### config.mk
export PLATFORM = sky130hd
export DESIGN_NAME = mips32_fetch_queue
export DESIGN_NICKNAME = d
export VERILOG_FILES = /design/src/rtl/mips32_pkg.sv /design/src/rtl/mips32_sync_fifo.sv /design/src/rtl/mips32_fetch_queue.sv
export SDC_FILE = /design/constraint.sdc
export NUM_CORES = 1
export LEC_CHECK = 0
export CELL_PAD_IN_SITES_DETAIL_PLACEMENT = 2
export CELL_PAD_IN_SITES_GLOBAL_PLACEMENT = 2
export CORE_UTILIZATION = 43
export CTS_BUF_LIST = sky130_fd_sc_hd__clkbuf_8
export DETAILED_ROUTE_END_ITERATION = 10
export HOLD_SLACK_MARGIN = 0.15
export PLACE_DENSITY_LB_ADDON = 0.1
export SLEW_MARGIN = 20
export SYNTH_ARGS = -nofsm -noshare
export SYNTH_HDL_FRONTEND = slang
export SYNTH_HIERARCHICAL = 1
export SYNTH_SLANG_ARGS = --single-unit
### constraint.sdc
create_clock -name clk1 -period 3.35 [get_ports clk1]
set_clock_uncertainty 0.05 [all_clocks]
set_input_delay 0.5025 -clock clk1 [delete_from_list [all_inputs] [get_ports clk1]]
set_output_delay 0.5025 -clock clk1 [all_outputs]
set_load 0.02 [all_outputs]
### src/rtl/mips32_pkg.sv
// Shared MIPS32 core definitions: opcodes, instruction classes and the
// fetch front-end state encoding.
package mips32_pkg;

    localparam int WORD_W = 32;

    localparam logic [5:0] ADD   = 6'b000000;
    localparam logic [5:0] SUB   = 6'b000001;
    localparam logic [5:0] AND   = 6'b000010;
    localparam logic [5:0] OR    = 6'b000011;
    localparam logic [5:0] SLT   = 6'b000100;
    localparam logic [5:0] MUL   = 6'b000101;
    localparam logic [5:0] LW    = 6'b001000;
    localparam logic [5:0] SW    = 6'b001001;
    localparam logic [5:0] ADDI  = 6'b001010;
    localparam logic [5:0] SUBI  = 6'b001011;
    localparam logic [5:0] SLTI  = 6'b001100;
    localparam logic [5:0] BNEQZ = 6'b001101;
    localparam logic [5:0] BEQZ  = 6'b001110;
    localparam logic [5:0] HLT   = 6'b111111;

    localparam logic [2:0] RR_ALU = 3'd0;
    localparam logic [2:0] RM_ALU = 3'd1;
    localparam logic [2:0] LOAD   = 3'd2;
    localparam logic [2:0] STORE  = 3'd3;
    localparam logic [2:0] BRANCH = 3'd4;
    localparam logic [2:0] HALT   = 3'd5;

    typedef enum logic [1:0] {
        RUN    = 2'd0,
        FLUSH  = 2'd1,
        HALTED = 2'd2
    } fetch_state_e;

endpackage

### src/rtl/mips32_sync_fifo.sv
// Single-clock FIFO with synchronous clear; a pop in the same cycle frees
// the slot for a push even when full.
module mips32_sync_fifo #(
    parameter int WIDTH = 32,
    parameter int DEPTH = 4
) (
    input  logic                     clk1,
    input  logic                     rst_n,
    input  logic                     push,
    input  logic                     pop,
    input  logic                     clear,
    input  logic [WIDTH-1:0]         wdata,
    output logic [WIDTH-1:0]         rdata,
    output logic                     full,
    output logic                     empty,
    output logic [$clog2(DEPTH):0]   count
);

    localparam int AW = $clog2(DEPTH);
    localparam logic [AW:0] DEPTH_C = (AW+1)'(DEPTH);

    logic [WIDTH-1:0] mem [DEPTH];
    logic [AW-1:0]    wr_ptr, rd_ptr;
    logic             do_push, do_pop;

    assign empty   = (count == '0);
    assign full    = (count == DEPTH_C);
    assign do_pop  = pop & ~empty;
    assign do_push = push & (~full | do_pop);
    assign rdata   = mem[rd_ptr];

    always_ff @(posedge clk1 or negedge rst_n) begin
        if (!rst_n) begin
            for (int i = 0; i < DEPTH; i++) mem[i] <= '0;
            wr_ptr <= '0;
            rd_ptr <= '0;
            count  <= '0;
        end else if (clear) begin
            wr_ptr <= '0;
            rd_ptr <= '0;
            count  <= '0;
        end else begin
            if (do_push) begin
                mem[wr_ptr] <= wdata;
                wr_ptr      <= wr_ptr + AW'(1);
            end
            if (do_pop) rd_ptr <= rd_ptr + AW'(1);
            count <= count + (AW+1)'(do_push) - (AW+1)'(do_pop);
        end
    end

endmodule

### src/rtl/mips32_fetch_queue.sv
// Instruction fetch front end: credit-limited imem requests, in-order
// response capture into a decode queue, redirect flush and halt parking.
module mips32_fetch_queue
    import mips32_pkg::*;
#(
    parameter int DEPTH    = 4,
    parameter int ADDR_W   = 10,
    parameter int RESET_PC = 0
) (
    input  logic              clk1,
    input  logic              rst_n,
    output logic              imem_req_valid,
    input  logic              imem_req_ready,
    output logic [ADDR_W-1:0] imem_req_addr,
    input  logic              imem_rsp_valid,
    input  logic [31:0]       imem_rsp_data,
    input  logic              redirect_valid,
    input  logic [ADDR_W-1:0] redirect_pc,
    input  logic              halt,
    output logic              out_valid,
    input  logic              out_ready,
    output logic [31:0]       out_ir,
    output logic [ADDR_W-1:0] out_npc,
    output logic              halted
);

    localparam int CW = $clog2(DEPTH) + 1;
    localparam int QW = WORD_W + ADDR_W;
    localparam logic [CW:0]       DEPTH_C    = (CW+1)'(DEPTH);
    localparam logic [ADDR_W-1:0] RESET_PC_C = ADDR_W'(RESET_PC);
    localparam logic [ADDR_W-1:0] ONE        = ADDR_W'(1);

    localparam logic [1:0] ST_RUN    = RUN;
    localparam logic [1:0] ST_FLUSH  = FLUSH;
    localparam logic [1:0] ST_HALTED = HALTED;

    logic [1:0]        state;
    logic [ADDR_W-1:0] pc, rsp_pc;
    logic [CW-1:0]     outstanding, outstanding_nxt, q_count;
    logic [CW:0]       credit_used;
    logic              redir, accept, rsp_dec;
    logic              q_push, q_pop, q_full, q_empty;
    logic [QW-1:0]     q_wdata, q_rdata;

    assign redir       = redirect_valid & (state != ST_HALTED);
    assign credit_used = {1'b0, q_count} + {1'b0, outstanding};

    // Queue slots plus in-flight requests never exceed DEPTH, so every
    // response always has a slot waiting for it.
    assign imem_req_valid = rst_n & (state == ST_RUN) & ~halt & ~redirect_valid
                          & (credit_used < DEPTH_C);
    assign imem_req_addr  = pc;
    assign accept         = imem_req_valid & imem_req_ready;

    assign rsp_dec         = imem_rsp_valid & (outstanding != '0);
    assign outstanding_nxt = outstanding + CW'(accept) - CW'(rsp_dec);

    assign q_push  = imem_rsp_valid & (state == ST_RUN) & ~redirect_valid & (~q_full | q_pop);
    assign q_wdata = {imem_rsp_data, rsp_pc + ONE};

    assign out_valid = ~q_empty & ~redirect_valid & (state != ST_HALTED);
    assign q_pop     = out_valid & out_ready;
    assign out_ir    = q_rdata[QW-1 -: WORD_W];
    assign out_npc   = q_rdata[ADDR_W-1:0];
    assign halted    = (state == ST_HALTED);

    mips32_sync_fifo #(
        .WIDTH (QW),
        .DEPTH (DEPTH)
    ) u_queue (
        .clk1  (clk1),
        .rst_n (rst_n),
        .push  (q_push),
        .pop   (q_pop),
        .clear (redir),
        .wdata (q_wdata),
        .rdata (q_rdata),
        .full  (q_full),
        .empty (q_empty),
        .count (q_count)
    );

    always_ff @(posedge clk1 or negedge rst_n) begin
        if (!rst_n) begin
            state       <= ST_RUN;
            pc          <= RESET_PC_C;
            rsp_pc      <= RESET_PC_C;
            outstanding <= '0;
        end else begin
            outstanding <= outstanding_nxt;
            if (redir) begin
                pc     <= redirect_pc;
                rsp_pc <= redirect_pc;
            end else begin
                if (accept) pc     <= pc + ONE;
                if (q_push) rsp_pc <= rsp_pc + ONE;
            end
            case (state)
                ST_RUN, ST_FLUSH: begin
                    // Park only once nothing remains in flight
                    if (halt && outstanding_nxt == '0)
                        state <= ST_HALTED;
                    else if (redir)
                        state <= (outstanding_nxt != '0) ? ST_FLUSH : ST_RUN;
                    else if (state == ST_FLUSH && outstanding_nxt == '0)
                        state <= ST_RUN;
                end
                ST_HALTED: ;
                default: state <= ST_RUN;
            endcase
        end
    end

endmodule

==> flow_summary.ini, run 1 <==
[place]
hpwl_um = 17100
dp_cells = 1015
numPortBuffers = 103
place.gp.congestion = 0.777

[grt]
grt_overflow = 0
grt_pass1_vias = 6988
grt_pass1_wl_um = 41100
antenna_found_initial = 0
grt_util_all_layers = 0.228
grt_max_degree = 174

[finish]
diodes = 0
layout.nets = 813
final_common_cell = dfrtp_1
drive_above_1_share = 0.375
seq_area_sq_um = 5010
synthToLayoutAreaGrowth_pct = 19.7
multi_input_area_sq_um = 4600
instances_no_fill = 1048
final_cell_mix = 198 x dfrtp_1, 120 x mux2_4, 102 x clkdlybuf4s50_1, 49 x mux2_2, 42 x mux4_2
fillers = 2044

[logic_synthesis]
ys_seq_area_frac = 0.507
syn_area_sq_um = 9870
synth_top_area_share = 0.507
synth_area_leaders = dfrtp_1 51%, mux2_4 18%, mux4_2 9.6%
synthAdderAreaFrac = 0.0193
synth_top_family_by_area = multiplexers
synth_compound_area_frac = 0.0348
ys_ff_latch = 200
muxShareOfSynthArea = 0.338
synth_edf_count = 0
yosys.area_share.simple = 0.0559
syn_nets = 704
avgSynthCellArea_sq_um = 15.4
synth_xor_area_frac = 0.0115
yosys_warnings = 6
synth_top_cell_by_area = dfrtp_1
ys_types = 56
synth_ff_type = dfrtp_1
async_reset_ff_frac = 1.00
synthCells = 641

[detailed_routing]
vias = 5976
wl_per_cell_um = 24.3
initialDrtViolationCount = 223
drc = 0
ant_nets = 0
vias_per_cell = 5.70
drt_wl_total_um = 25400
drt_pass1_iterations = 4

[setup_path]
worst-endpoint-required_ps = 3650
worstPathArrival_ps = 3490
rr_endpoint = u_queue/count[2]
r2r_cells = 13
reg2reg_from = u_queue/count[2]
ff2ff_setup_slack_ps = 170
startpoint = u_queue/count[2]
cp-end-kind = flop
path_class = reg2reg
crit_path_start_kind = flop
worst-path-max-fanout = 7

[floorplanning]
die_y_um = 154
row_count = 55
die_area_sq_um = 23600
fp.coreArea_sq_um = 22600
initial_core_util = 0.437
top_level_ports = 104
fp.dieW_um = 154

[pwr]
p_int_uw = 3140
power.density_nw_per_um2 = 360
combPwrFrac = 0.038
p_switching_uw = 1110
peakVddDrop_mv = 0.244
p_leak_uw = 0.00535
clockPowerShare = 0.391
pwr-share-seq = 0.571
swShare = 0.262

[timing]
timing.final.crit_share = 0.950
worst_pin_slew_ps = 1070
finalSetupViolCount = 0
drv_slew = 0
period_needed_ps = 3180
fin_tns_setup_ps = 0
final-hold-violation-count = 0
fmax_ghz = 0.314
rsz0062_at_grt = false
slew_headroom = 0.287

[cts]
cts_tree = done
clkTransAtPathRegs_ps = 110
postCtsSetupBuffers = 0
clock_latency_ps = 480
h-tree-depth = 4
cts_buffer_depth = 2
cts.sinks = 200
root_buffer = clkbuf_8
numCtsBuffers = 17

[worst_hold_path]
hold_path_class = reg2reg
whs_path_depth = 1
min_to = u_queue/mem[74]
hp-start = u_queue/mem[74]

[job]
max_cap_violations = 0

[run_status]
status = completed
## through the flow
stage | hold WS (ps) | total power, uW | utilization | setup WS [ps] | instance area (sq um)
after global routing | 482 | 4410 | 0.524 | 32.9 | 11800
after CTS | 470 | 4320 | 0.523 | 91.9 | 11800
after floorplan | 157 | 2490 | - | 168 | 9880
final | 468 | 4250 | 0.524 | 167 | 11800
after global placement | 433 | 2630 | 0.504 | 189 | 11400
after detailed placement | 442 | 2640 | 0.504 | -0.205 | 11400
## layer usage
metal / part of all wire / global-route usage
met1: 0.43 / 0.289
met2: 0.52 / 0.400
met3: 0.031 / 0.0355
met4: 0.019 / 0.0743
met5: 0 / 0
## what timing repair did
item	CTS	global route
hold buffers	1	0
resized for setup	0	1
endpoints found under the hold margin	27	0
endpoints found under the setup margin	0	1
## Yosys cell counts, types with 2 or more instances
library cell and number:
mux2_2 49, nor2b_1 2, o21ai_0 7, or4_1 3, buf_6 12, fa_1 2, nor2_1 10, ha_1 12
or3_1 4, mux2_4 120, a2111oi_0 2, a31oi_1 7, mux2i_1 4, a211oi_1 3, nor3_2 2, o2111ai_1 2
and2_1 2, and3_1 6, a21oi_1 3, nand2b_1 4, xor2_1 6, nand3_1 15, o211ai_1 6, o31ai_1 2
o311ai_0 4, nor3_1 5, nor3b_1 3, dfrtp_1 200, mux4_2 42, buf_1 3, nor4bb_1 5, inv_1 20
nand4_1 3, buf_2 15, a21boi_0 3, nand2_1 19, xnor2_1 7, clkbuf_1 9
## critical path, cell delays in order (launching register included)
cell      delay [ps]
dfrtp_1          500
nor3_2           260
nor3_2            80
and2_1           210
nor4b_4          310
nand2b_1         220
ha_1             270
inv_1             80
ha_1             150
inv_1             60
fa_1             390
xor2_1           230
and2_1           200
nor3_1            60
## power groups by stage
| stage | clock [uW] | sequential (uW) | combinational [uW] |
|---|---|---|---|
| after floorplan | 0 | 2470 | 22.9 |
| after global placement | 0 | 2470 | 157 |
| after detailed placement | 0 | 2470 | 167 |
| after CTS | 1730 | 2430 | 169 |
| after global routing | 1800 | 2430 | 180 |
| final | 1660 | 2430 | 163 |
## cells by family (layout without fill, tap and decap cells)
family / count (synthesis) / after routing
AO/OA/AOI/OAI: 48 / 48
flip-flops: 200 / 200
buffers and inverters: 59 / 181
AND/OR/NAND/NOR: 92 / 92
XOR/XNOR: 13 / 13
multiplexers: 215 / 215
adder cells (fa/ha/maj): 14 / 14
## state kept, by name (all words and copies together), names as in the netlist
register        count
imem_req_addr      10
outstanding         3
rsp_pc             10
state               2
u_queue/count       3
u_queue/mem       168
u_queue/rd_ptr      2
u_queue/wr_ptr      2
## worst max path at each step
stage / end / slack, ps
global route: u_queue/count[2] / 30
finish: u_queue/count[2] / 170
floorplan: u_queue/count[2] / 170
CTS: u_queue/count[2] / 90
detailed placement: u_queue/count[2] / -0.2
global placement: u_queue/count[2] / 190
## area by class of cell
class,count,share of cell area
Clock buffer,17,0.0198
Timing Repair Buffer,129,0.114
Inverter,20,0.00635
Clock inverter,15,0.0166
Multi-Input combinational cell,382,0.389
Sequential cell,200,0.424
Tap cell,285,0.0302
Note: power is estimated with default switching activity, not from simulation.
==> inputs of run 2 (changes only) <==
Settings changed: CAP_MARGIN from default to 20, PLACE_DENSITY from default to 0.92, PLACE_DENSITY_LB_ADDON 0.1 to default.
==> run 2 against run 1 <==
Net effect:
- hold slack worse by 220 ps
- core utilization down 0.32 points
- clock-buffer cell count unchanged
- sequential share of layout area up 0.26 points
- via count up 0.23%
==> flow_summary.ini, run 2 (synthesis results as in run 1) <==
[run_status]
status = completed

[finish]
final_cell_mix = 198 x dfrtp_1, 120 x mux2_4, 102 x clkdlybuf4s50_1, 49 x mux2_2, 42 x mux4_2
drive_above_1_share = 0.376
multi_input_area_sq_um = 4600
seq_area_sq_um = 5010
design_area_sq_um = 11700
fillers = 2074
post-route-util = 0.520
diodes = 0
regMostFlops = u_queue/mem
layout.nets = 813
largest_register_ffs = 168
synthToLayoutAreaGrowth_pct = 18.9
final_common_cell = dfrtp_1

[pwr]
total_power_uw = 4150
power.density_nw_per_um2 = 353
p_leak_uw = 0.00533
peakVddDrop_mv = 0.201

[cts]
clock_latency_ps = 490
cts_buffer_depth = 2
cts_tree = done
numCtsBuffers = 17
postCtsHoldBufs = 0
h-tree-depth = 4
clkTransAtPathRegs_ps = 110
root_buffer = clkbuf_8
cts.sinks = 200

[floorplanning]
top_level_ports = 104
row_count = 55
die_y_um = 154
die_area_sq_um = 23600
initial_core_util = 0.437
fp.coreArea_sq_um = 22600
fp.dieW_um = 154

[detailed_routing]
vias = 5990
drt_pass1_iterations = 4
drc = 0
initialDrtViolationCount = 280
ant_nets = 0
wl_per_cell_um = 26.0
drt_wl_total_um = 27200
vias_per_cell = 5.72

[setup_path]
slowest_stage = dfrtp_4
cp-end-kind = output pin
worst-path-max-fanout = 14
endpoint = out_ir[22]
ff2ff_setup_slack_ps = 260
cp_num_cells = 3
path_cells = buf_12 > mux4_2 > clkdlybuf4s50_1
reg2reg_from = u_queue/count[2]
path_class = reg2out
worst-endpoint-required_ps = 2800
max_stage_delay_ps = 660
rr_endpoint = u_queue/count[2]
worst-path-buf-inv = 2
startpoint = u_queue/rd_ptr[0]
worstPathArrival_ps = 2560
r2r_cells = 13
crit_path_start_kind = flop
cp_top_family = buffers and inverters

[timing]
worst_pin_slew_ps = 935
finalSetupViolCount = 0
rsz0062_at_grt = false
final-hold-violation-count = 0
slew_headroom = 0.377
drv_slew = 0
fin_tns_setup_ps = 0
period_needed_ps = 3120
fmax_ghz = 0.321
timing.final.crit_share = 0.930

[grt]
grt_pass1_wl_um = 43600
antenna_found_initial = 0
grt_max_degree = 86
grt_overflow = 0
grt_pass1_vias = 7211
grt_util_all_layers = 0.244

[place]
place.gp.congestion = 0.890
numPortBuffers = 103
post_dp_cell_area_sq_um = 11300
hpwl_um = 18200

[job]
max_cap_violations = 0

[worst_hold_path]
hold_path_class = in2async
[run 2: stage by stage]
step | hold slack, ps | cells | setup WS, ps
final | 245 | 1048 | 233
after global routing | 279 | 1048 | 91.2
after CTS | 249 | 1047 | 15.2
after detailed placement | 443 | 1015 | 22.7
after global placement | 434 | 1015 | 252
after floorplan | 157 | 641 | 168
[run 2: what timing repair did]
item | 4_1_cts | 5_1_grt
buffers inserted | 0 | 1
resized for setup | 0 | 1
endpoints found under the setup margin | 0 | 3
[run 2: how the worst min path moves through the flow]
stage | startpoint | endpoint | slack [ps]
floorplan | rst_n | imem_req_addr[0] | 160
global placement | u_queue/mem[76] | u_queue/mem[76] | 430
detailed placement | u_queue/mem[10] | u_queue/mem[10] | 440
CTS | rst_n | u_queue/mem[95] | 250
global route | rst_n | u_queue/mem[91] | 280
finish | rst_n | u_queue/mem[91] | 240
[run 2: worst register-to-register path: stages, from the launching register on]
cell	delay, ps
dfrtp_1	490
nor3_2	320
nor3_2	80
and2_1	240
nor4b_4	350
nand2b_1	180
ha_1	240
inv_1	60
ha_1	130
inv_1	50
fa_1	380
xor2_1	170
and2_1	160
nor3_1	120
[run 2: power by group]
group | switching (uW) | total [uW] | internal, uW
Sequential | 9.97 | 2430 | 2420
Combinational | 98.1 | 165 | 67.0
Clock | 993 | 1550 | 561
[run 2: metal layers]
metal  vias up  wire length [um]  global-route usage
li1       2576                 -                   -
met1      3245             11300               0.295
met5         -                 0                   0
met3        35               741              0.0411
met4         0               490              0.0671
met2       134             14700               0.446
[run 2: layout make-up]
| class | count | area share |
|---|---|---|
| Sequential cell | 200 | 0.427 |
| Multi-Input combinational cell | 382 | 0.392 |
| Timing Repair Buffer | 129 | 0.112 |
| Tap cell | 285 | 0.0304 |
| Clock buffer | 17 | 0.0199 |
| Clock inverter | 15 | 0.0130 |
| Inverter | 20 | 0.00639 |
==> inputs of run 3 (changes only) <==
Settings changed: CAP_MARGIN 20 to 40, CTS_CLUSTER_DIAMETER from default to 80.
==> run 3 against run 2 <==
Net effect:
- via count up 0.72%
- global-route usage grew 0.82 points
- core utilization is 0.34 points higher
- sequential share of layout area is 0.28 points lower
- routed wire length grew 3.6%
- sequential power about the same
- power rose by 2.9%
- combinational power rose by 7%
- hold slack gained 220 ps
==> flow_summary.ini, run 3 (synthesis results as in run 1) <==
[cts]
root_buffer = clkbuf_8
cts.sinks = 200
clkTransAtPathRegs_ps = 120
numCtsBuffers = 17
cts_buffer_depth = 2
h-tree-depth = 4
clock_latency_ps = 470
cts_tree = done
cts_resized = 0

[setup_path]
worst-path-max-fanout = 23
cp-end-kind = output pin
path_class = reg2out
crit_path_start_kind = flop
worst-endpoint-required_ps = 2800
r2r_cells = 13
worstPathArrival_ps = 2640

[detailed_routing]
drt_wl_total_um = 28200
wl_per_cell_um = 26.9
drt_pass1_iterations = 5
initialDrtViolationCount = 199
ant_nets = 0
vias = 6033
vias_per_cell = 5.75
drc = 0

[finish]
final_cell_mix = 198 x dfrtp_1, 120 x mux2_4, 102 x clkdlybuf4s50_1, 49 x mux2_2, 42 x mux4_2
diodes = 0
drive_above_1_share = 0.375
post-route-util = 0.524
layout.nets = 815
synthToLayoutAreaGrowth_pct = 19.7
largest_register_ffs = 168
final_common_cell = dfrtp_1
regMostFlops = u_queue/mem
fillers = 2040

[timing]
slew_headroom = 0.542
period_needed_ps = 3190
drv_slew = 0
finalSetupViolCount = 0
timing.final.crit_share = 0.954
fmax_ghz = 0.313
rsz0062_at_grt = false
final-hold-violation-count = 0
worst_pin_slew_ps = 682
fin_tns_setup_ps = 0

[grt]
grt_pass1_wl_um = 44500
grt_util_all_layers = 0.252
grt_max_degree = 71
grt_overflow = 0
antenna_found_initial = 0
grt_pass1_vias = 7222

[worst_hold_path]
hold_path_class = reg2reg
whs_path_depth = 1

[pwr]
peakVddDrop_mv = 0.170
total_power_uw = 4270
p_leak_uw = 0.00537
power.density_nw_per_um2 = 361

[run_status]
status = completed

[floorplanning]
die_area_sq_um = 23600
row_count = 55
die_y_um = 154
top_level_ports = 104
initial_core_util = 0.437
fp.dieW_um = 154
fp.coreArea_sq_um = 22600

[job]
max_cap_violations = 0

[place]
hpwl_um = 18100
numPortBuffers = 103
place.gp.congestion = 0.890
## run 3: cell count changes in the layout (fill, tap and decap cells not counted)
cell	before	now
buf_6	1	0
nor3_1	3	4
inv_6	6	5
bufinv_16	0	1
buf_4	19	20
clkinv_2	1	0
dlygate4sd3_1	0	1
buf_16	1	2
clkinv_4	2	0
clkinv_8	2	5
nor3_2	3	2
## run 3: layout make-up
cell class,instances,area (sq um),area share
timing repair buffer,131,1350,0.114
tap,285,357,0.0302
sequential,200,5010,0.424
clock buffer,17,234,0.0198
clock inverter,15,200,0.0169
inverter,20,75.1,0.00635
multi-input combinational,382,4600,0.389
## run 3: critical path, cell delays in order (launching register included)
cell and delay [ps]:
dfrtp_4 770, buf_4 270, mux4_2 550, clkdlybuf4s50_1 560
## run 3: where the power goes
part           internal, uW  switching [uW]  leakage, uW
logic                  74.0             103      0.00239
clock network           652            1010     0.000218
registers              2420            10.2      0.00276
## run 3: routing by layer
metal	part of all wire	global-route usage	up-vias	routed length (um)
li1	-	-	2585	-
met3	0.030	0.0389	40	843
met4	0.024	0.0843	0	664
met1	0.40	0.292	3275	11200
met5	0	0	-	0
met2	0.55	0.473	133	15500
## run 3: final timing paths
check / start / endpoint / slack [ps]
min in group asynchronous: rst_n / u_queue/mem[94] / 650
max in group asynchronous: rst_n / u_queue/mem[39] / 1220
min: u_queue/mem[45] / u_queue/mem[45] / 460
max reg2reg: u_queue/count[2] / u_queue/count[2] / 190
max: u_queue/rd_ptr[0] / out_ir[5] / 160
min reg2reg: u_queue/mem[45] / u_queue/mem[45] / 460
## run 3: timing repair
item	4_1_cts	5_1_grt
setup buffers	0	0
hold endpoints to repair	0	22
hold buffers	0	1
## run 3: through the flow
step,hold WS (ps),std cells,setup WS (ps),area (sq um)
after CTS,265,1048,90.5,11800
after detailed placement,443,1016,20.5,11300
after global routing,484,1050,6.07,11800
after global placement,434,1015,252,11300
final,463,1050,155,11800
after floorplan,157,641,168,9880
